File: config.mk
export PLATFORM = sky130hd
export DESIGN_NAME = serial_cmpr
export DESIGN_NICKNAME = d
export VERILOG_FILES = /design/src/rtl/serial_cmpr.sv
export SDC_FILE = /design/constraint.sdc
export NUM_CORES = 1
export LEC_CHECK = 0
export ABC_CLOCK_PERIOD_IN_PS = 2500
export CORE_MARGIN = 3
export CORE_UTILIZATION = 43
export DETAILED_ROUTE_END_ITERATION = 16
export PLACE_DENSITY_LB_ADDON = 0.2
export SYNTH_ARGS = -nofsm -noshare
export SYNTH_HDL_FRONTEND = slang
export SYNTH_SLANG_ARGS = --single-unit
File: constraint.sdc
create_clock -name clk -period 2.5 [get_ports clk]
set_input_delay 0.75 -clock clk [delete_from_list [all_inputs] [get_ports clk]]
set_output_delay 0.75 -clock clk [all_outputs]
set_load 0.02 [all_outputs]
File: src/rtl/serial_cmpr.sv
// Digit-serial magnitude comparator: walks two WIDTH-bit operands MSB-first,
// DIGIT bits per clock, and stops at the first digit that differs.

module serial_cmpr_digit #(
    parameter int DIGIT = 4
) (
    input  logic [DIGIT-1:0] da,
    input  logic [DIGIT-1:0] db,
    input  logic             flip_msb,
    output logic             lt,
    output logic             gt
);
    logic [DIGIT-1:0] xa, xb;

    // Flipping both sign bits maps two's-complement order onto unsigned order.
    always_comb begin
        xa = da;
        xb = db;
        if (flip_msb) begin
            xa[DIGIT-1] = ~da[DIGIT-1];
            xb[DIGIT-1] = ~db[DIGIT-1];
        end
        lt = (xa < xb);
        gt = (xa > xb);
    end
endmodule

module serial_cmpr #(
    parameter int WIDTH = 16,
    parameter int DIGIT = 4
) (
    input  logic             clk,
    input  logic             rst_n,
    input  logic             start,
    input  logic             signed_mode,
    input  logic [WIDTH-1:0] a,
    input  logic [WIDTH-1:0] b,
    output logic             busy,
    output logic             done,
    output logic             alessb,
    output logic             aequalb,
    output logic             agreaterb
);
    localparam int NDIG = WIDTH / DIGIT;
    localparam int CW   = $clog2(NDIG + 1);
    localparam logic [CW-1:0] CNT_FIRST = CW'(NDIG);
    localparam logic [CW-1:0] CNT_LAST  = CW'(1);
    localparam logic [CW-1:0] CNT_ONE   = CW'(1);

    typedef enum logic [1:0] {IDLE, CMP, DONE} state_t;

    state_t           state, state_nxt;
    logic [WIDTH-1:0] sh_a, sh_b;
    logic             mode;
    logic [CW-1:0]    cnt;
    logic             first, last, dig_lt, dig_gt, decide, accept;

    assign first  = (cnt == CNT_FIRST);
    assign last   = (cnt == CNT_LAST);
    assign accept = start && (state != CMP);

    serial_cmpr_digit #(.DIGIT(DIGIT)) u_digit (
        .da       (sh_a[WIDTH-1 -: DIGIT]),
        .db       (sh_b[WIDTH-1 -: DIGIT]),
        .flip_msb (first && mode),
        .lt       (dig_lt),
        .gt       (dig_gt)
    );

    assign decide = (state == CMP) && (dig_lt || dig_gt || last);

    always_ff @(posedge clk or negedge rst_n) begin
        if (!rst_n) state <= IDLE;
        else        state <= state_nxt;
    end

    always_comb begin
        state_nxt = state;
        busy      = 1'b0;
        done      = 1'b0;
        case (state)
            IDLE: if (start) state_nxt = CMP;
            CMP: begin
                busy = 1'b1;
                if (decide) state_nxt = DONE;
            end
            DONE: begin
                done      = 1'b1;
                state_nxt = start ? CMP : IDLE;
            end
            default: state_nxt = IDLE;
        endcase
    end

    // Result flags are written only on the deciding edge and otherwise hold.
    always_ff @(posedge clk or negedge rst_n) begin
        if (!rst_n) begin
            sh_a      <= '0;
            sh_b      <= '0;
            mode      <= 1'b0;
            cnt       <= '0;
            alessb    <= 1'b0;
            aequalb   <= 1'b0;
            agreaterb <= 1'b0;
        end else if (accept) begin
            sh_a <= a;
            sh_b <= b;
            mode <= signed_mode;
            cnt  <= CNT_FIRST;
        end else if (state == CMP) begin
            if (decide) begin
                alessb    <= dig_lt;
                agreaterb <= dig_gt;
                aequalb   <= !dig_lt && !dig_gt;
            end else begin
                sh_a <= sh_a << DIGIT;
                sh_b <= sh_b << DIGIT;
                cnt  <= cnt - CNT_ONE;
            end
        end
    end
endmodule

==> parameters.txt <==
Parameter                              Value

Pwr
  Overall power after layout    2570 uW
  Peak VDD IR    ~0.58 mV
  Power density over cell area    1020 nW/um^2
  Leakage    between 0.001 and 0.0015 uW

Critical path
  Standard cell with the maximum stage delay on the critical path    sky130_fd_sc_hd__clkdlybuf4s50_1
  Kind of end point of the critical path    primary output
  Cell chain of the critical path    nand2b_1 > inv_2 > clkdlybuf4s50_1
  Worst Setup Start Kind    flop
  Type of the worst setup path    reg -> out
  Worst reg2reg startpoint    sh_a[13]
  Path depth of the worst reg2reg path    5
  CP max FO    7
  Critical Path AT    between 1.5 and 2 ns
  Reg-to-reg critical path endpoint    sh_a[7]
  Data required, critical path    approximately 1.8 ns
  Reg-to-reg slack, setup    approximately 0.16 ns
  Delay of the slowest critical-path stage    0.61 ns

STA
  Final number of hold-violating endpoints    0
  Setup Skew    between 0.003 and 0.004 ns
  Worst slew slack as a fraction of its limit    0.328
  Actual transition at the worst max-transition pin    approximately 1.0 ns
  Crit path time final    2.39 ns
  Final Max Tran Viols    0
  Achievable clock frequency    between 0.4 and 0.5 GHz
  Setup violation total in the final timing report    0
  Share of the clock period used by the worst path    0.956
  Final setup TNS    0 ns
  Final worst slack    0.110 ns
  RSZ-0062 raised after global routing    false

Die
  Die height    between 70 and 80 um
  Die area    5390 um^2
  Area of the core region    around 4200 um^2
  Number of placed I/O pins    41
  Initial core utilization    0.465
  Chip Width    73.4 um
  Rows    23

Finish
  Design Area, Final    2510 um^2
  Number of nets in the finished design    approximately 250
  Share of cells above drive strength 1    0.101
  Number of antenna repair diodes    0
  Fill cells    360
  Area Growth Syn to Fin    28.7%

Logic synthesis
  Number of different library cells in the post-synthesis netlist    34
  Post-synthesis async set-or-reset flop share    1.00
  Synthesized Nets    204
  Adder and majority cell fraction of the synthesized area    0.0384
  Mean Syn Cell Area    12.1 um^2
  Basic-gate share of the synthesized area counting and, or, nand and nor cells    0.145
  Area share of xor/xnor cells in the synthesized design    0.00832
  Number of enable-type register cells in the synthesized netlist    0
  Number of instances in the synthesized netlist    about 160
  Total of flip-flops plus latches after synthesis    41
  Cell Area, Synth    between 1500 and 2000 um^2
  Primary FF master, synth    sky130_fd_sc_hd__dfrtp_1
  Warnings from Yosys    0
  Combinational family with the most area after synthesis    compound AO/OA/AOI/OAI gates
  Mux contribution to synthesized area    0.0102
  Synthesized-area fraction occupied by ao, oa, aoi and oai cells    0.225
  Share of synthesized area occupied by flip-flops and latches    0.525

Detailed routing
  Remaining antenna violation count after routing    0
  Per-cell via count in the routed design    between 5 and 6
  Number of detailed-route iterations in the first pass    4
  Total number of vias    about 1500
  DRC Markers    0
  Final wirelength    4.48 mm
  Average wire per cell in the routed design    17.4 um
  Starting DRC count in detailed routing    between 80 and 90

Clocking
  Root Buffer Master    sky130_fd_sc_hd__clkbuf_8
  Latest clock arrival within the worst-skew pair    0.29 ns
  # resized after CTS    0
  Inserted Clock Buffers    5
  CTS Hold Buffers Added    0
  Clock Pin Slew Worst Setup and Hold Paths    about 0.070 ns
  Clock tree from TritonCTS    yes
  CTS HTree Levels    2
  CTS Buffer Depth    2
  Total setup buffers inserted after CTS    0
  CTS sink count    41

Run status
  Status    finished clean

GRT
  Largest net degree at the start of global routing    42
  Overall Global Routing Usage    0.183
  Total congestion overflow after global routing    0
  First-pass GRT wire length    ~7.5 mm
  Number of global-route vias before repair    ~1500
  Number of antenna violations at the first check in global routing    0

Job
  Max cap viols    0

Place
  Post-detail-place hpwl    3.10 mm
  Weighted congestion at the end of routability-driven global placement    approximately 0.8
  Area after detailed placement    around 2400 um^2
  Port-buffer cells    40
  Setup WS pre-CTS    approximately 0.20 ns

Min path
  Hold Crit Start    alessb
  Capture endpoint of the worst hold path    alessb
  Cell count of the worst hold path    1
  Worst hold path class    reg -> reg
## cell families (layout without fill, tap and decap cells)
| group | Yosys count | count (layout) |
|---|---|---|
| AO/OA/AOI/OAI | 46 | 46 |
| buffers and inverters | 18 | 63 |
| AND/OR/NAND/NOR | 48 | 48 |
| adder cells (fa/ha/maj) | 6 | 6 |
| flip-flops | 41 | 41 |
| multiplexers | 2 | 2 |
| XOR/XNOR | 1 | 1 |
## cell type report
cell class              count  area [um^2]  area share
flip-flops and latches     41         1030       0.408
multi-input cells         103          835       0.332
repair buffers             47          460       0.183
clock buffers               7         96.3      0.0383
well taps                  50         62.6      0.0249
inverters                   8         30.0      0.0119
clock inverters             1         5.00     0.00199
## worst max path at each step
| stage | startpoint | endpoint | depth (start not counted) |
|---|---|---|---|
| finish | state[1] | busy | 3 |
| global route | state[1] | busy | 3 |
| global placement | state[1] | sh_a[13] | 6 |
| detailed placement | sh_a[13] | sh_a[10] | 5 |
| floorplan | sh_a[14] | sh_b[15] | 7 |
| CTS | state[1] | busy | 3 |
## report_power, final
| part | switching, uW | leakage [uW] | internal (uW) |
|---|---|---|---|
| sequential | 196 | 0.000475 | 939 |
| combinational | 470 | 0.000523 | 490 |
| clock | 227 | 0.0000542 | 250 |
## layer usage
layer | track usage | up-vias | part of all wire
met5 | 0 | - | 0
met4 | 0.0785 | 0 | 0.021
met3 | 0.0492 | 13 | 0.057
met2 | 0.275 | 55 | 0.45
met1 | 0.247 | 718 | 0.47
li1 | - | 712 | -
## registers in the layout, indices dropped and copies added (netlist names)
register,count
cnt,3
sh_b,16
sh_a,16
aequalb,1
state,2
mode,1
agreaterb,1
alessb,1
## through the flow
stage	hold WS [ns]	instances	utilization
2_1_floorplan	0.451	162	-
3_3_place_gp	0.463	249	0.574
3_5_place_dp	0.488	249	0.574
4_1_cts	0.504	257	0.599
5_1_grt	0.519	257	0.599
6_report	0.492	257	0.599
## critical path, delay by kind of cell, from the launching register on
kind / cells / cell delay [ns]
buffers and inverters: 2 / 0.72
DFF: 1 / 0.37
and+or+nand+nor: 1 / 0.26
## synthesized netlist by cell type, drive strengths merged (2+ instances only)
master  instances  area [um^2]
a21oi           4         20.0
a22o            8         70.1
a311oi          2         17.5
and3            2         12.5
buf             6         48.8
clkbuf          4         15.0
dfrtp          41         1030
ha              6         75.1
inv             8         30.0
mux2i           2         20.0
nand2           9         33.8
nand2b          2         12.5
nand3           2         15.0
nand3b          2         15.0
nor2            3         13.8
o21ai           3         18.8
o221a          24          270
or3            24          150
## placed cells by master, fill, tap and decap left out, types with 2 or more instances in the layout
cell type / Yosys / final
sky130_fd_sc_hd__ha_1: 6 / 6
sky130_fd_sc_hd__buf_4: 0 / 6
sky130_fd_sc_hd__nand2b_1: 2 / 2
sky130_fd_sc_hd__and3_1: 2 / 2
sky130_fd_sc_hd__a311oi_1: 2 / 2
sky130_fd_sc_hd__o221a_1: 24 / 24
sky130_fd_sc_hd__or3_1: 24 / 24
sky130_fd_sc_hd__nand3b_1: 2 / 2
sky130_fd_sc_hd__dfrtp_1: 41 / 41
sky130_fd_sc_hd__a21oi_1: 4 / 4
sky130_fd_sc_hd__inv_1: 7 / 7
sky130_fd_sc_hd__a22o_1: 8 / 8
sky130_fd_sc_hd__nor2_1: 2 / 2
sky130_fd_sc_hd__nand2_1: 9 / 9
sky130_fd_sc_hd__clkbuf_8: 0 / 7
sky130_fd_sc_hd__clkdlybuf4s50_1: 0 / 39
sky130_fd_sc_hd__mux2i_1: 2 / 2
Power figures use the tool's default switching activity.
